[config.mk]
export PLATFORM = sky130hd
export DESIGN_NAME = go_clock_timer
export DESIGN_NICKNAME = d
export VERILOG_FILES = /design/src/rtl/go_clock_pkg.sv /design/src/rtl/go_clock_channel.sv /design/src/rtl/go_clock_timer.sv
export SDC_FILE = /design/constraint.sdc
export NUM_CORES = 1
export LEC_CHECK = 0
export BUFFER_PORTS_ARGS = -buffer_cell sky130_fd_sc_hd__buf_2
export CORE_AREA = 2 2 68 70
export DETAILED_ROUTE_END_ITERATION = 10
export DIE_AREA = 0 0 70 72
export PLACE_DENSITY = 0.86
export SLEW_MARGIN = 30
export SYNTH_ARGS = -nofsm -noshare
export SYNTH_HDL_FRONTEND = slang
export SYNTH_SLANG_ARGS = --single-unit
[constraint.sdc]
create_clock -name clk_2Hz -period 2.41 [get_ports clk_2Hz]
set_input_delay 0 -clock clk_2Hz [delete_from_list [all_inputs] [get_ports clk_2Hz]]
set_output_delay 0 -clock clk_2Hz [all_outputs]
set_load 0.01 [all_outputs]
[src/rtl/go_clock_pkg.sv]
// Shared definitions for the Go game clock: control FSM states and
// width helpers used to size the per-player buses.
package go_clock_pkg;

  // Control FSM states of the game clock.
  typedef enum logic [1:0] {
    IDLE    = 2'd0,
    RUN     = 2'd1,
    PAUSED  = 2'd2,
    EXPIRED = 2'd3
  } clock_state_e;

  // Bits needed to encode n distinct values, never less than one bit.
  function automatic int width_of(input int n);
    if (n <= 2) begin
      return 1;
    end else begin
      return $clog2(n);
    end
  endfunction

  // Width of a byo-yomi period counter able to hold 0..periods.
  function automatic int per_width(input int periods);
    return width_of(periods + 1);
  endfunction

endpackage

[src/rtl/go_clock_channel.sv]
// One player's clock: main time, byo-yomi overtime and the sticky
// timeout flag. The top level decides when this channel counts.
module go_clock_channel
  import go_clock_pkg::*;
#(
  parameter int MAIN_SEC    = 1800,
  parameter int BYO_SEC     = 30,
  parameter int BYO_PERIODS = 3,
  parameter int SEC_W       = 12,
  parameter int PER_W       = per_width(BYO_PERIODS)
) (
  input  logic             clk_2Hz,
  input  logic             rst_n,
  input  logic             clear,
  input  logic             dec,
  input  logic             byo_reload,
  output logic [SEC_W-1:0] time_left,
  output logic [PER_W-1:0] periods_left,
  output logic             in_byo,
  output logic             timeout,
  output logic             expire
);

  localparam logic [SEC_W-1:0] MAIN_LOAD = SEC_W'(MAIN_SEC);
  localparam logic [SEC_W-1:0] BYO_LOAD  = SEC_W'(BYO_SEC);
  localparam logic [PER_W-1:0] PER_LOAD  = PER_W'(BYO_PERIODS);
  localparam logic             HAS_BYO   = (BYO_PERIODS > 0);

  // Flags that the next decrement would run this player out of time.
  always_comb begin
    expire = 1'b0;
    if (time_left <= SEC_W'(1)) begin
      if (!in_byo && HAS_BYO) begin
        expire = 1'b0;
      end else if (in_byo && (periods_left > PER_W'(1))) begin
        expire = 1'b0;
      end else begin
        expire = 1'b1;
      end
    end else begin
      expire = 1'b0;
    end
  end

  // Time bookkeeping: reload, one-second decrement, overtime entry and
  // period hand-over, and the reload of a byo-yomi period after a move.
  always_ff @(posedge clk_2Hz or negedge rst_n) begin
    if (!rst_n) begin
      time_left    <= MAIN_LOAD;
      periods_left <= PER_LOAD;
      in_byo       <= 1'b0;
      timeout      <= 1'b0;
    end else if (clear) begin
      time_left    <= MAIN_LOAD;
      periods_left <= PER_LOAD;
      in_byo       <= 1'b0;
      timeout      <= 1'b0;
    end else if (dec) begin
      if (time_left > SEC_W'(1)) begin
        time_left <= time_left - SEC_W'(1);
      end else if (!in_byo && HAS_BYO) begin
        // Entering overtime: the period counter already counts this period.
        in_byo    <= 1'b1;
        time_left <= BYO_LOAD;
      end else if (in_byo && (periods_left > PER_W'(1))) begin
        periods_left <= periods_left - PER_W'(1);
        time_left    <= BYO_LOAD;
      end else begin
        time_left <= {SEC_W{1'b0}};
        timeout   <= 1'b1;
      end
    end else if (byo_reload && in_byo) begin
      time_left <= BYO_LOAD;
    end else begin
      time_left <= time_left;
    end
  end

endmodule

[src/rtl/go_clock_timer.sv]
// Multi-player Go clock with byo-yomi, run from a 2 Hz tick. Holds the
// control FSM, the half-second phase, the turn pointer and the 1 s tick.
module go_clock_timer
  import go_clock_pkg::*;
#(
  parameter int N_PLAYERS   = 2,
  parameter int MAIN_SEC    = 1800,
  parameter int BYO_SEC     = 30,
  parameter int BYO_PERIODS = 3,
  parameter int SEC_W       = 12,
  parameter int PER_W       = per_width(BYO_PERIODS)
) (
  input  logic                         clk_2Hz,
  input  logic                         rst_n,
  input  logic                         start,
  input  logic                         pause,
  input  logic                         move_done,
  input  logic                         clear,
  output logic [$clog2(N_PLAYERS)-1:0] active,
  output logic [N_PLAYERS*SEC_W-1:0]   time_left,
  output logic [N_PLAYERS*PER_W-1:0]   periods_left,
  output logic [N_PLAYERS-1:0]         in_byo,
  output logic [N_PLAYERS-1:0]         timeout,
  output logic                         running,
  output logic                         tick_1s
);

  localparam int ACT_W = $clog2(N_PLAYERS);

  clock_state_e         state;
  logic                 half;
  logic                 do_dec;
  logic                 do_move;
  logic [N_PLAYERS-1:0] dec;
  logic [N_PLAYERS-1:0] byo_reload;
  logic [N_PLAYERS-1:0] expire;

  // Per-channel strobes: a move outranks pause, which outranks counting.
  always_comb begin
    do_move    = 1'b0;
    do_dec     = 1'b0;
    dec        = '0;
    byo_reload = '0;
    if ((state == RUN) && !clear) begin
      do_move = move_done;
      do_dec  = half && !move_done && !pause;
    end else begin
      do_move = 1'b0;
      do_dec  = 1'b0;
    end
    for (int i = 0; i < N_PLAYERS; i++) begin
      dec[i]        = do_dec  && (active == ACT_W'(i));
      byo_reload[i] = do_move && (active == ACT_W'(i));
    end
  end

  // Control FSM with registered running, half, active and tick_1s.
  always_ff @(posedge clk_2Hz or negedge rst_n) begin
    if (!rst_n) begin
      state   <= IDLE;
      active  <= '0;
      half    <= 1'b0;
      running <= 1'b0;
      tick_1s <= 1'b0;
    end else if (clear) begin
      state   <= IDLE;
      active  <= '0;
      half    <= 1'b0;
      running <= 1'b0;
      tick_1s <= 1'b0;
    end else begin
      tick_1s <= 1'b0;
      case (state)
        IDLE: begin
          if (start) begin
            state   <= RUN;
            running <= 1'b1;
          end
        end
        RUN: begin
          if (move_done) begin
            // Turn passes; the new player starts a fresh second.
            active <= (active == ACT_W'(N_PLAYERS - 1)) ? '0 : active + ACT_W'(1);
            half   <= 1'b0;
          end else if (pause) begin
            // Freeze with the phase intact so a resume continues the second.
            state   <= PAUSED;
            running <= 1'b0;
          end else if (half) begin
            half    <= 1'b0;
            tick_1s <= 1'b1;
            if (expire[active]) begin
              state   <= EXPIRED;
              running <= 1'b0;
            end
          end else begin
            half <= 1'b1;
          end
        end
        PAUSED: begin
          if (start) begin
            state   <= RUN;
            running <= 1'b1;
          end
        end
        EXPIRED: begin
          state   <= EXPIRED;
          running <= 1'b0;
        end
        default: begin
          state   <= IDLE;
          running <= 1'b0;
        end
      endcase
    end
  end

  // One timekeeping channel per player, flattened onto the output buses.
  for (genvar g = 0; g < N_PLAYERS; g++) begin : g_ch
    go_clock_channel #(
      .MAIN_SEC   (MAIN_SEC),
      .BYO_SEC    (BYO_SEC),
      .BYO_PERIODS(BYO_PERIODS),
      .SEC_W      (SEC_W),
      .PER_W      (PER_W)
    ) u_channel (
      .clk_2Hz     (clk_2Hz),
      .rst_n       (rst_n),
      .clear       (clear),
      .dec         (dec[g]),
      .byo_reload  (byo_reload[g]),
      .time_left   (time_left[g*SEC_W +: SEC_W]),
      .periods_left(periods_left[g*PER_W +: PER_W]),
      .in_byo      (in_byo[g]),
      .timeout     (timeout[g]),
      .expire      (expire[g])
    );
  end

endmodule

# Word-level counts from Yosys, hierarchy flattened
# Index checks and enable logic that the tools add are counted.
# op_classes
add_sub_neg	5
mul	0
div	0
n_lt_le_gt_ge	7
eq_ne	12
shift	0
n_mux	76
bitwise	1
reduce_logical	35
# ops
operator	n
$mux W12	10
$mux W1	46
$mux W2	16
$gt A12 B1 Y1 const B	2
$le A12 B1 Y1 const B	2
$sub A12 B1 Y12 const B	2
$reduce_and A4 Y1	5
$reduce_bool A2 Y1	8
$logic_and A1 B1 Y1	11
$mux W5	2
$ne A2 B2 Y1 const B	4
$reduce_and A2 Y1	4
$ne A3 B1 Y1 const B	2
$pmux W2 S3	1
$reduce_bool A3 Y1	2
$eq A2 B2 Y1 const B	2
$gt A2 B1 Y1 const B	2
$ne A4 B3 Y1 const B	1
$ne A4 B4 Y1 const B	1
$sub A2 B1 Y2 const B	2
$logic_not A1 Y1	3
$ne A3 B3 Y1 const B	1
$pmux W1 S3	1
$eq A2 B1 Y1 const B	1
other kinds (5)	5
# totals
register_bits	38
latchBits	0
ram_bits	0
mem_bits_ro	0
in_bits	6
output_inout_bits	35
wordCells	149
mem_count	0

# Logic depth before layout (Yosys ltp)
# Gate-level depths: netlist of the first run.
# depth
depth_word	13
depth_mapped	9
mapped_depth_nobuf	7

# Cells and area by module
# A second synthesis of the first run with hierarchy kept.
# hier_totals
cells_unflattened	265
hier_area_um2	2436.1
# by_module_without_submodules
mod	n_inst	cells_per_inst	area_each_um2
go_clock_channel at g_ch[0].u_channel	1	111	1057.3
go_clock_channel at g_ch[1].u_channel	1	117	1042.2
go_clock_timer	1	37	336.6

# Worst setup path after synthesis of the first run
# OpenSTA, ideal clock, no wires.
# synth_timing
kind	register -> register
from	register g_ch[1].u_channel.time_left[0]
to	register g_ch[1].u_channel.time_left[6]
setup_ns	0.082
arrival_time_ns	1.920
required_time_ns	2.328
setup_slack_ns	0.408
stages_incl_launch_ff	10
cell_sequence	dfrtp_1 inv_1 ha_1 clkbuf_1 o2111a_1 buf_2 nor2_1 clkbuf_1 o21ai_0 a31oi_1
# synth_between
elab_chain_cells	4
# synth_rtl
element	line_no	rtl
start: declaration	go_clock_channel.sv:17	output logic [SEC_W-1:0] time_left,
start signal: assignment	go_clock_channel.sv:60	time_left <= time_left - SEC_W'(1);
start signal: assignment	go_clock_channel.sv:69	time_left <= {SEC_W{1'b0}};
start signal: assignment	go_clock_channel.sv:75	time_left <= time_left;
$sub A12 B1 Y12 or $gt A12 B1 Y1 (tied branches)	go_clock_channel.sv:60, go_clock_channel.sv:59	
$mux W12 (*)	go_clock_channel.sv:59	if (time_left > SEC_W'(1)) begin
$mux W12 (*)	go_clock_channel.sv:58	end else if (dec) begin
$mux W12 (*)	go_clock_channel.sv:53	end else if (clear) begin
# Mark *: on every way between the ends. The rest lies on a longest branch, timed or not.
# A chain may end at the register's enable or synchronous reset.

# Final worst setup path of the first run
# layout_timing
from	register g_ch[1].u_channel.time_left[7]
to	register g_ch[1].u_channel.time_left[3]
# layout_between
elab_chain_cells	4
# layout_rtl
element	line_no
$gt A12 B1 Y1	go_clock_channel.sv:59
$mux W12	go_clock_channel.sv:59
$mux W12	go_clock_channel.sv:58
$mux W12	go_clock_channel.sv:53
# Every way passes these cells.

==> results.sh, run 1 <==
export IMPL_slew_violations=0
export IMPL_r2r_end="g_ch[1].u_channel.time_left[3]"
export IMPL_cts_sinks=38
export IMPL_path_class="reg2reg"
export IMPL_r2r_slack_ns=0.27
export IMPL_setup_viol=0
export IMPL_synth_flop_cell="dfrtp_1"
export IMPL_crit_reg2reg_launch="g_ch[1].u_channel.time_left[7]"
export IMPL_final_nets=317
export IMPL_mostFrequentLayoutCells="buf_2 (40), nor2_1 (35), dfrtp_1 (26), a21oi_1 (19), nand2_1 (14)"
export IMPL_worstMarginPinSlew_ns=0.574
export IMPL_syn_cell_area_mm2=0.00234
export IMPL_fin_hold_ws_ns=0.0701
export IMPL_leakage_nw=1.15
export IMPL_netlist_area_leader_share=0.278
export IMPL_syn2layout_area_growth_pct=15.1
export IMPL_ys_ff_latch=38
export IMPL_required_ns=2.60
export IMPL_wl_per_cell_um=15.6
export IMPL_h_tree_depth=2
export IMPL_io_pins=41
export IMPL_synthCells=265
export IMPL_clkSlewWorstSetupHoldPaths_ns=0.07
export IMPL_status="finished, final reports clean"
export IMPL_rows=24
export IMPL_yosysSeqAreaShare=0.412
export IMPL_grt_usage=0.227
export IMPL_rr_worst_depth=5
export IMPL_cts_root_buf="clkbuf_8"
export IMPL_power_density_mw_per_mm2=446
export IMPL_post_cts_buffers=0
export IMPL_dp_hpwl_mm=3.90
export IMPL_drive_gt1_frac=0.255
export IMPL_antenna_found_initial=0
export IMPL_avgSynthCellArea_um2=8.84
export IMPL_grt_start_max_net_pins=39
export IMPL_synth_top_cell_by_area="dfrtp_1"
export IMPL_grt_ovfl_total=0
export IMPL_drt_iter0_markers=177
export IMPL_num_vias=2208
export IMPL_fmax_mhz=468
export IMPL_drv_cap=0
export IMPL_hold_class="in2reg"
export IMPL_syn_num_nets=277
export IMPL_hold_viol=0
export IMPL_yosysWarnings=0
export IMPL_core_area_mm2=0.00426
export IMPL_drtPass1Iterations=4
export IMPL_critPathLaunch="g_ch[1].u_channel.time_left[7]"
export IMPL_ant_nets=0
export IMPL_grt_pass1_wl_mm=9.29
export IMPL_end_kind="flop"
export IMPL_fin_crit_sh=0.886
export IMPL_path_max_fanout=8
export IMPL_drc_errors=0
export IMPL_synth_edf_count=0
export IMPL_synth_cell_types=55
export IMPL_final_setup_tns_ns=0
export IMPL_die_h_um=72
export IMPL_rsz0062_at_grt="false"
export IMPL_crit_path_end="g_ch[1].u_channel.time_left[3]"
export IMPL_start_util=0.549
export IMPL_port_buffers=40
export IMPL_gp_congestion=0.870
export IMPL_die_x_um=70
export IMPL_async_flop_share=1.00
export IMPL_mostFrequentLayoutCell="buf_2"
export IMPL_clockBufferDepth=2
export IMPL_slew_headroom=0.616
export IMPL_worstSetupStartpointType="flop"
export IMPL_cts_buffers=5
export IMPL_grt_pass1_vias=2047
export IMPL_via_per_inst=6.17
export IMPL_synthTopCellsByArea="dfrtp_1 (28%), dfstp_2 (13%), nor2_1 (5.8%)"
export IMPL_power_total_w=0.00120
export IMPL_clock_latency_ns=0.28
export IMPL_antennaDiodeCount=0
export IMPL_fin_crit_ns=2.14
export IMPL_finalWirelength_mm=5.59
export IMPL_ir_drop_uv=262
export IMPL_fin_worst_skew_ns=0.00516
export IMPL_crit_arrival_ns=2.33
export IMPL_cts_tree="built"
export IMPL_dieArea_mm2=0.00504
[state kept, by name, indices dropped and copies added (netlist names)]
signal                       flops
tick_1s                          1
g_ch.u_channel.timeout           2
active                           1
g_ch.u_channel.periods_left      4
running                          1
g_ch.u_channel.time_left        24
g_ch.u_channel.in_byo            2
half                             1
state                            2
[per-stage QoR]
| step | util | setup slack [ns] | cells | cell area (µm²) |
|---|---|---|---|---|
| 4_1_cts | 0.624 | 0.221 | 357 | 2660 |
| 5_1_grt | 0.632 | 0.0812 | 358 | 2700 |
| 3_3_place_gp | 0.603 | 0.360 | 348 | 2570 |
| 3_5_place_dp | 0.603 | 0.209 | 348 | 2570 |
| 2_1_floorplan | - | 0.408 | 265 | 2340 |
| 6_report | 0.632 | 0.274 | 358 | 2700 |
[worst max-delay path, stage by stage (launching register included)]
cell,delay [ns]
dfrtp_1,0.46
nor4_2,0.46
o2111ai_2,0.30
o21ai_0,0.45
nor3_1,0.10
a211oi_1,0.26
[power breakdown]
| part | total (W) | switching, W | internal (W) |
|---|---|---|---|
| logic | 0.000117 | 0.0000703 | 0.0000464 |
| registers | 0.000670 | 0.0000170 | 0.000653 |
| clock network | 0.000416 | 0.000211 | 0.000206 |
| total | 0.00120 | 0.000298 | 0.000905 |
[cells by family (layout without fill, tap and decap cells)]
logic type | Yosys count | after routing | synth area share
compound gates | 77 | 77 | 0.226
xor+xnor | 2 | 2 | 0.00748
fa+ha+maj | 6 | 6 | 0.0321
buf+inv | 27 | 68 | 0.0545
flops | 38 | 38 | 0.412
mux | 3 | 3 | 0.0139
simple gates | 112 | 112 | 0.254
[layer usage]
metal  track usage  wire length [µm]  up-vias
met5             0                 0        -
li1              -                 -     1066
met2         0.394              2750       75
met1         0.287              2520     1061
met4        0.0726                43        0
met3        0.0472               272        6
[worst min path at each step]
| stage | start | endpoint | slack [ns] | cells after the start |
|---|---|---|---|---|
| 3_3_place_gp | rst_n | g_ch[1].u_channel.time_left[1] | 0.15 | 1 |
| 3_5_place_dp | rst_n | g_ch[1].u_channel.time_left[1] | 0.16 | 1 |
| 6_report | start | state[1] | 0.07 | 4 |
| 4_1_cts | start | state[1] | 0.06 | 4 |
| 2_1_floorplan | rst_n | active | -0.30 | 0 |
| 5_1_grt | clear | g_ch[0].u_channel.periods_left[1] | 0.11 | 2 |
[area by class of cell]
type | count | area, µm²
Inverter | 12 | 45.0
Clock buffer | 8 | 80.1
Timing Repair Buffer | 48 | 283
Multi-Input combinational cell | 200 | 1260
Sequential cell | 38 | 966
Fill cell | 373 | 1570
Tap cell | 52 | 65.1
[timing repair]
item,4_1_cts,5_1_grt
setup endpoints to repair,0,5
resized for setup,0,1
hold buffers,1,0
endpoints found under the hold margin,26,0
[cells in the mapped netlist, types with 3 or more instances]
library cell and instances:
a21oi_1 19, a31oi_1 13, and2_1 3, buf_2 3
buf_4 4, clkbuf_1 7, dfrtp_1 26, dfstp_2 12
ha_1 6, inv_1 12, nand2_1 14, nand2b_1 7
nand3_1 10, nand3b_1 3, nand4_1 4, nor2_1 36
nor2b_1 4, nor3_1 12, nor4_1 8, o21ai_0 12
o21bai_1 3
Note: power is estimated with default switching activity, not from simulation.
==> run 2: changes to the inputs <==
- MAX_ROUTING_LAYER: not set -> met4
==> run 2 against run 1 <==
Compared with the run above: flip-flop and latch count is the same; core utilization is the same; first-iteration DRC count shrank 1.7%; clock power is essentially flat; non-clock buffer count is the same; total power shrank 0.14%; fmax is essentially flat.
==> results.sh, run 2 (synthesis gave the netlist of run 1 again) <==
export IMPL_status="finished, final reports clean"
export IMPL_r2r_slack_ns=0.27
export IMPL_path_max_fanout=8
export IMPL_cts_tree="built"
export IMPL_hold_class="in2reg"
export IMPL_setup_viol=0
export IMPL_cts_sinks=38
export IMPL_fmax_mhz=468
export IMPL_final_nets=317
export IMPL_dp_hpwl_mm=3.90
export IMPL_io_pins=41
export IMPL_power_density_mw_per_mm2=446
export IMPL_syn2layout_area_growth_pct=15.1
export IMPL_largest_registers="g_ch.u_channel.time_left (24), g_ch.u_channel.periods_left (4)"
export IMPL_hold_viol=0
export IMPL_drc_errors=0
export IMPL_cts_root_buf="clkbuf_8"
export IMPL_antennaDiodeCount=0
export IMPL_final_setup_tns_ns=0
export IMPL_grt_pass1_vias=2047
export IMPL_slew_headroom=0.617
export IMPL_regArea_um2=966
export IMPL_grt_usage=0.234
export IMPL_antenna_found_initial=0
export IMPL_required_ns=2.60
export IMPL_start_util=0.549
export IMPL_worst_path_max_delay_cell="dfrtp_1"
export IMPL_drtPass1Iterations=4
export IMPL_grt_ovfl_total=0
export IMPL_ir_drop_uv=262
export IMPL_path_class="reg2reg"
export IMPL_mostFrequentLayoutCells="buf_2 (40), nor2_1 (35), dfrtp_1 (26), a21oi_1 (19), nand2_1 (14)"
export IMPL_die_h_um=72
export IMPL_drt_iter0_markers=174
export IMPL_mostFrequentLayoutCell="buf_2"
export IMPL_rsz0062_at_grt="false"
export IMPL_fin_crit_ns=2.14
export IMPL_wl_per_cell_um=15.6
export IMPL_grt_pass1_wl_mm=9.30
export IMPL_drv_cap=0
export IMPL_finalWirelength_mm=5.59
export IMPL_clockBufferDepth=2
export IMPL_ant_nets=0
export IMPL_clkSlewWorstSetupHoldPaths_ns=0.07
export IMPL_clock_latency_ns=0.28
export IMPL_die_x_um=70
export IMPL_path_cells="nor4_2 > o2111ai_2 > o21ai_0 > nor3_1 > a211oi_1"
export IMPL_drive_gt1_frac=0.255
export IMPL_via_per_inst=6.16
export IMPL_multi_input_comb_area_mm2=0.00126
export IMPL_cts_buffers=5
export IMPL_core_area_mm2=0.00426
export IMPL_end_kind="flop"
export IMPL_rows=24
export IMPL_worstSetupStartpointType="flop"
export IMPL_top_register="g_ch.u_channel.time_left"
export IMPL_slew_violations=0
export IMPL_crit_arrival_ns=2.33
export IMPL_fillers=373
export IMPL_leakage_nw=1.15
export IMPL_port_buffers=40
export IMPL_fin_worst_skew_ns=0.00532
export IMPL_h_tree_depth=2
export IMPL_gp_congestion=0.884
export IMPL_fin_hold_ws_ns=0.0653
export IMPL_largest_register_ffs=24
export IMPL_num_vias=2205
export IMPL_worstMarginPinSlew_ns=0.570
export IMPL_fin_crit_sh=0.887
export IMPL_dieArea_mm2=0.00504
export IMPL_grt_start_max_net_pins=39
export IMPL_cpPeakStageDelay_ns=0.46
-- run 2: cell counts in the layout (fill, tap and decap cells not counted) --
No cell type changed its count.
-- run 2: cell type report --
class,instances,share of cell area
Clock buffer,8,0.0297
Tap cell,52,0.0241
Inverter,12,0.0167
Multi-Input combinational cell,200,0.466
Timing Repair Buffer,48,0.105
Sequential cell,38,0.358
-- run 2: timing repair --
action                                  4_1_cts  5_1_grt
gates resized for setup                       0        1
buffers inserted                              0        0
hold buffers                                  1        0
hold endpoints to repair                     26        0
endpoints found under the setup margin        0        5
-- run 2: where the power goes --
part           leakage, nW  internal, W  switching [W]  total [W]
combinational        0.625    0.0000464      0.0000703   0.000117
clock               0.0395     0.000206       0.000209   0.000415
sequential           0.486     0.000653      0.0000169   0.000670
-- run 2: stage by stage --
step	cell area [µm²]	instances	util	worst slack [ns]	total power, W
after global routing	2700	358	0.632	0.0812	0.00125
after CTS	2660	357	0.624	0.221	0.00121
after floorplan	2340	265	-	0.408	0.000743
final	2700	358	0.632	0.272	0.00120
after detailed placement	2570	348	0.603	0.209	0.000790
after global placement	2570	348	0.603	0.360	0.000787
-- run 2: worst paths after layout --
path                       cells past startpoint                        endpoint                            from
max                                            5  g_ch[1].u_channel.time_left[3]  g_ch[1].u_channel.time_left[7]
min                                            4                        state[1]                           start
max reg2reg                                    5  g_ch[1].u_channel.time_left[3]  g_ch[1].u_channel.time_left[7]
min reg2reg                                    1  g_ch[0].u_channel.time_left[6]  g_ch[0].u_channel.time_left[6]
max in group asynchronous                      3  g_ch[0].u_channel.time_left[3]                           rst_n
min in group asynchronous                      2  g_ch[1].u_channel.time_left[1]                           rst_n
-- run 2: critical path, delay by kind of cell (launching register included) --
family	cells	cell delay [ns]
DFF	1	0.46
AOI/OAI and AO/OA	3	1.02
and+or+nand+nor	2	0.56
-- run 2: layer usage --
metal | vias to the layer above | share of wire | global-route usage | wire length [µm]
met4 | 0 | 0.0068 | 0.0726 | 38
li1 | 1064 | - | - | -
met1 | 1062 | 0.45 | 0.289 | 2540
met5 | - | 0 | - | 0
met2 | 75 | 0.49 | 0.393 | 2710
met3 | 4 | 0.053 | 0.0458 | 297
==> run 3: changes to the inputs <==
- CELL_PAD_IN_SITES_DETAIL_PLACEMENT: not set -> 1
- CELL_PAD_IN_SITES_GLOBAL_PLACEMENT: not set -> 1
- CORE_AREA: 2 2 68 70 -> 2 2 82 84
- DIE_AREA: 0 0 70 72 -> 0 0 84 86
- PLACE_DENSITY: 0.86 -> 0.82
- clock period: 2.41 -> 1.95 ns (I/O delays scaled with it)
==> run 3 against run 2 <==
Compared with the run above: via count up 6.4%; non-clock buffer count up 24; flip-flop and latch count unchanged; register-to-register slack worse by 0.22 ns; routed wire length up 29%; first-iteration DRC count down 36%; global-route usage down 3.0 points; critical endpoint is now g_ch[0].u_channel.time_left[7]; largest cell class unchanged; core utilization down 16 points; sequential share of layout area down 3.1 points; count of clock-buffer cells in the layout down 1.
==> results.sh, run 3 (synthesis gave the netlist of run 1 again) <==
export IMPL_status="finished, final reports clean"
export IMPL_worstSetupStartpointType="flop"
export IMPL_drt_iter0_markers=111
export IMPL_start_util=0.373
export IMPL_crit_arrival_ns=2.09
export IMPL_final_cell_area_mm2=0.00295
export IMPL_layout_cells_non_filler=407
export IMPL_fin_crit_ns=1.90
export IMPL_grt_usage=0.204
export IMPL_num_vias=2347
export IMPL_cpPeakStageDelay_ns=0.41
export IMPL_dieArea_mm2=0.00722
export IMPL_power_density_mw_per_mm2=537
export IMPL_cts_buffers=5
export IMPL_slew_violations=0
export IMPL_grt_start_max_net_pins=39
export IMPL_fmax_mhz=528
export IMPL_port_buffers=40
export IMPL_io_pins=41
export IMPL_largest_register_ffs=24
export IMPL_cp_top_family="simple AND/OR/NAND/NOR gates"
export IMPL_grt_pass1_vias=2343
export IMPL_clkSlewWorstSetupHoldPaths_ns=0.08
export IMPL_worstMarginPinSlew_ns=0.621
export IMPL_syn2layout_area_growth_pct=25.9
export IMPL_gp_congestion=0.820
export IMPL_mostFrequentLayoutCell="buf_2"
export IMPL_slew_headroom=0.583
export IMPL_wl_per_cell_um=17.8
export IMPL_dp_hpwl_mm=5.09
export IMPL_cp_num_buf_inv=1
export IMPL_fin_worst_skew_ns=0.00820
export IMPL_setup_viol=0
export IMPL_largest_registers="g_ch.u_channel.time_left (24), g_ch.u_channel.periods_left (4)"
export IMPL_core_area_mm2=0.00628
export IMPL_cts_sinks=38
export IMPL_clockBufferDepth=2
export IMPL_leakage_nw=1.29
export IMPL_hold_class="in2reg"
export IMPL_antennaDiodeCount=0
export IMPL_fin_crit_sh=0.972
export IMPL_ir_drop_uv=287
export IMPL_finalWirelength_mm=7.23
export IMPL_grt_ovfl_total=0
export IMPL_power_total_w=0.00158
export IMPL_final_nets=341
export IMPL_drtPass1Iterations=4
export IMPL_mostFrequentLayoutCells="buf_2 (39), nor2_1 (36), buf_4 (30), dfrtp_1 (26), a21oi_1 (19)"
export IMPL_drv_cap=0
export IMPL_die_x_um=84
export IMPL_worst_path_max_delay_cell="dfstp_2"
export IMPL_path_class="reg2reg"
export IMPL_path_max_fanout=6
export IMPL_required_ns=2.14
export IMPL_place_inst=396
export IMPL_die_h_um=86
export IMPL_h_tree_depth=2
export IMPL_hold_viol=0
export IMPL_top_register="g_ch.u_channel.time_left"
export IMPL_ant_nets=0
export IMPL_rows=29
export IMPL_cts_root_buf="clkbuf_8"
export IMPL_grt_pass1_wl_mm=11.5
export IMPL_via_per_inst=5.77
export IMPL_clock_latency_ns=0.30
export IMPL_cts_tree="built"
export IMPL_path_cells="nor4_2 > buf_4 > o2111ai_2 > and2_4 > a21o_1 > mux2_2"
export IMPL_drc_errors=0
export IMPL_drive_gt1_frac=0.336
export IMPL_antenna_found_initial=0
export IMPL_place_area_mm2=0.00277
export IMPL_end_kind="flop"
run 3: routing by layer:
metal	global-route usage	wire length [µm]	part of all wire	up-vias
met3	0.0375	233	0.032	13
met5	-	0	0	-
met2	0.345	3550	0.49	45
met4	0.0601	175	0.024	0
met1	0.250	3270	0.45	1184
li1	-	-	-	1105
run 3: timing repair:
item                       CTS  global route
hold endpoints to repair    26             0
hold buffers                 1             0
setup endpoints to repair    2            16
cloned                       0             0
setup buffers                0             2
resized for setup            1            13
pin swaps                    0             2
run 3: through the flow:
stage	hold WS (ns)	utilization	worst slack, ns	TNS (ns)
3_5_place_dp	0.181	0.442	-0.0731	-0.0731
6_report	0.0571	0.470	0.0545	0
4_1_cts	0.0573	0.458	0.0371	0
5_1_grt	0.0624	0.470	-0.00481	-0.00580
3_3_place_gp	0.178	0.442	0.107	0
2_1_floorplan	-0.296	-	0.0393	0
run 3: final cells by class:
| type | instances | area, µm² |
|---|---|---|
| inverter | 12 | 45.0 |
| clock inverter | 1 | 5.00 |
| timing repair buffer | 72 | 453 |
| tap | 77 | 96.3 |
| multi-input combinational | 200 | 1300 |
| sequential | 38 | 966 |
| fill | 765 | 3330 |
| clock buffer | 7 | 86.3 |
run 3: path summary, 6_finish.rpt:
check,startpoint,endpoint,slack (ns),cells after the start
min in group asynchronous,rst_n,g_ch[0].u_channel.time_left[4],0.20,2
hold reg to reg,g_ch[0].u_channel.periods_left[1],g_ch[0].u_channel.periods_left[1],0.52,2
setup reg to reg,g_ch[0].u_channel.time_left[8],g_ch[0].u_channel.time_left[7],0.05,6
hold / removal,start,state[1],0.06,4
max in group asynchronous,rst_n,g_ch[1].u_channel.time_left[8],1.37,2
setup / recovery,g_ch[0].u_channel.time_left[8],g_ch[0].u_channel.time_left[7],0.05,6
run 3: power by group:
group | leakage (nW) | switching [W] | internal (W) | total, W
combinational | 0.752 | 0.0000914 | 0.0000644 | 0.000156
clock | 0.0482 | 0.000310 | 0.000286 | 0.000596
sequential | 0.486 | 0.0000247 | 0.000807 | 0.000831
total | 1.29 | 0.000426 | 0.00116 | 0.00158
run 3: worst min-delay path: cells and delay by family:
family | cells | cell delay [ns]
simple gates | 2 | 0.10
compound gates | 1 | 0.11
buf+inv | 1 | 0.10
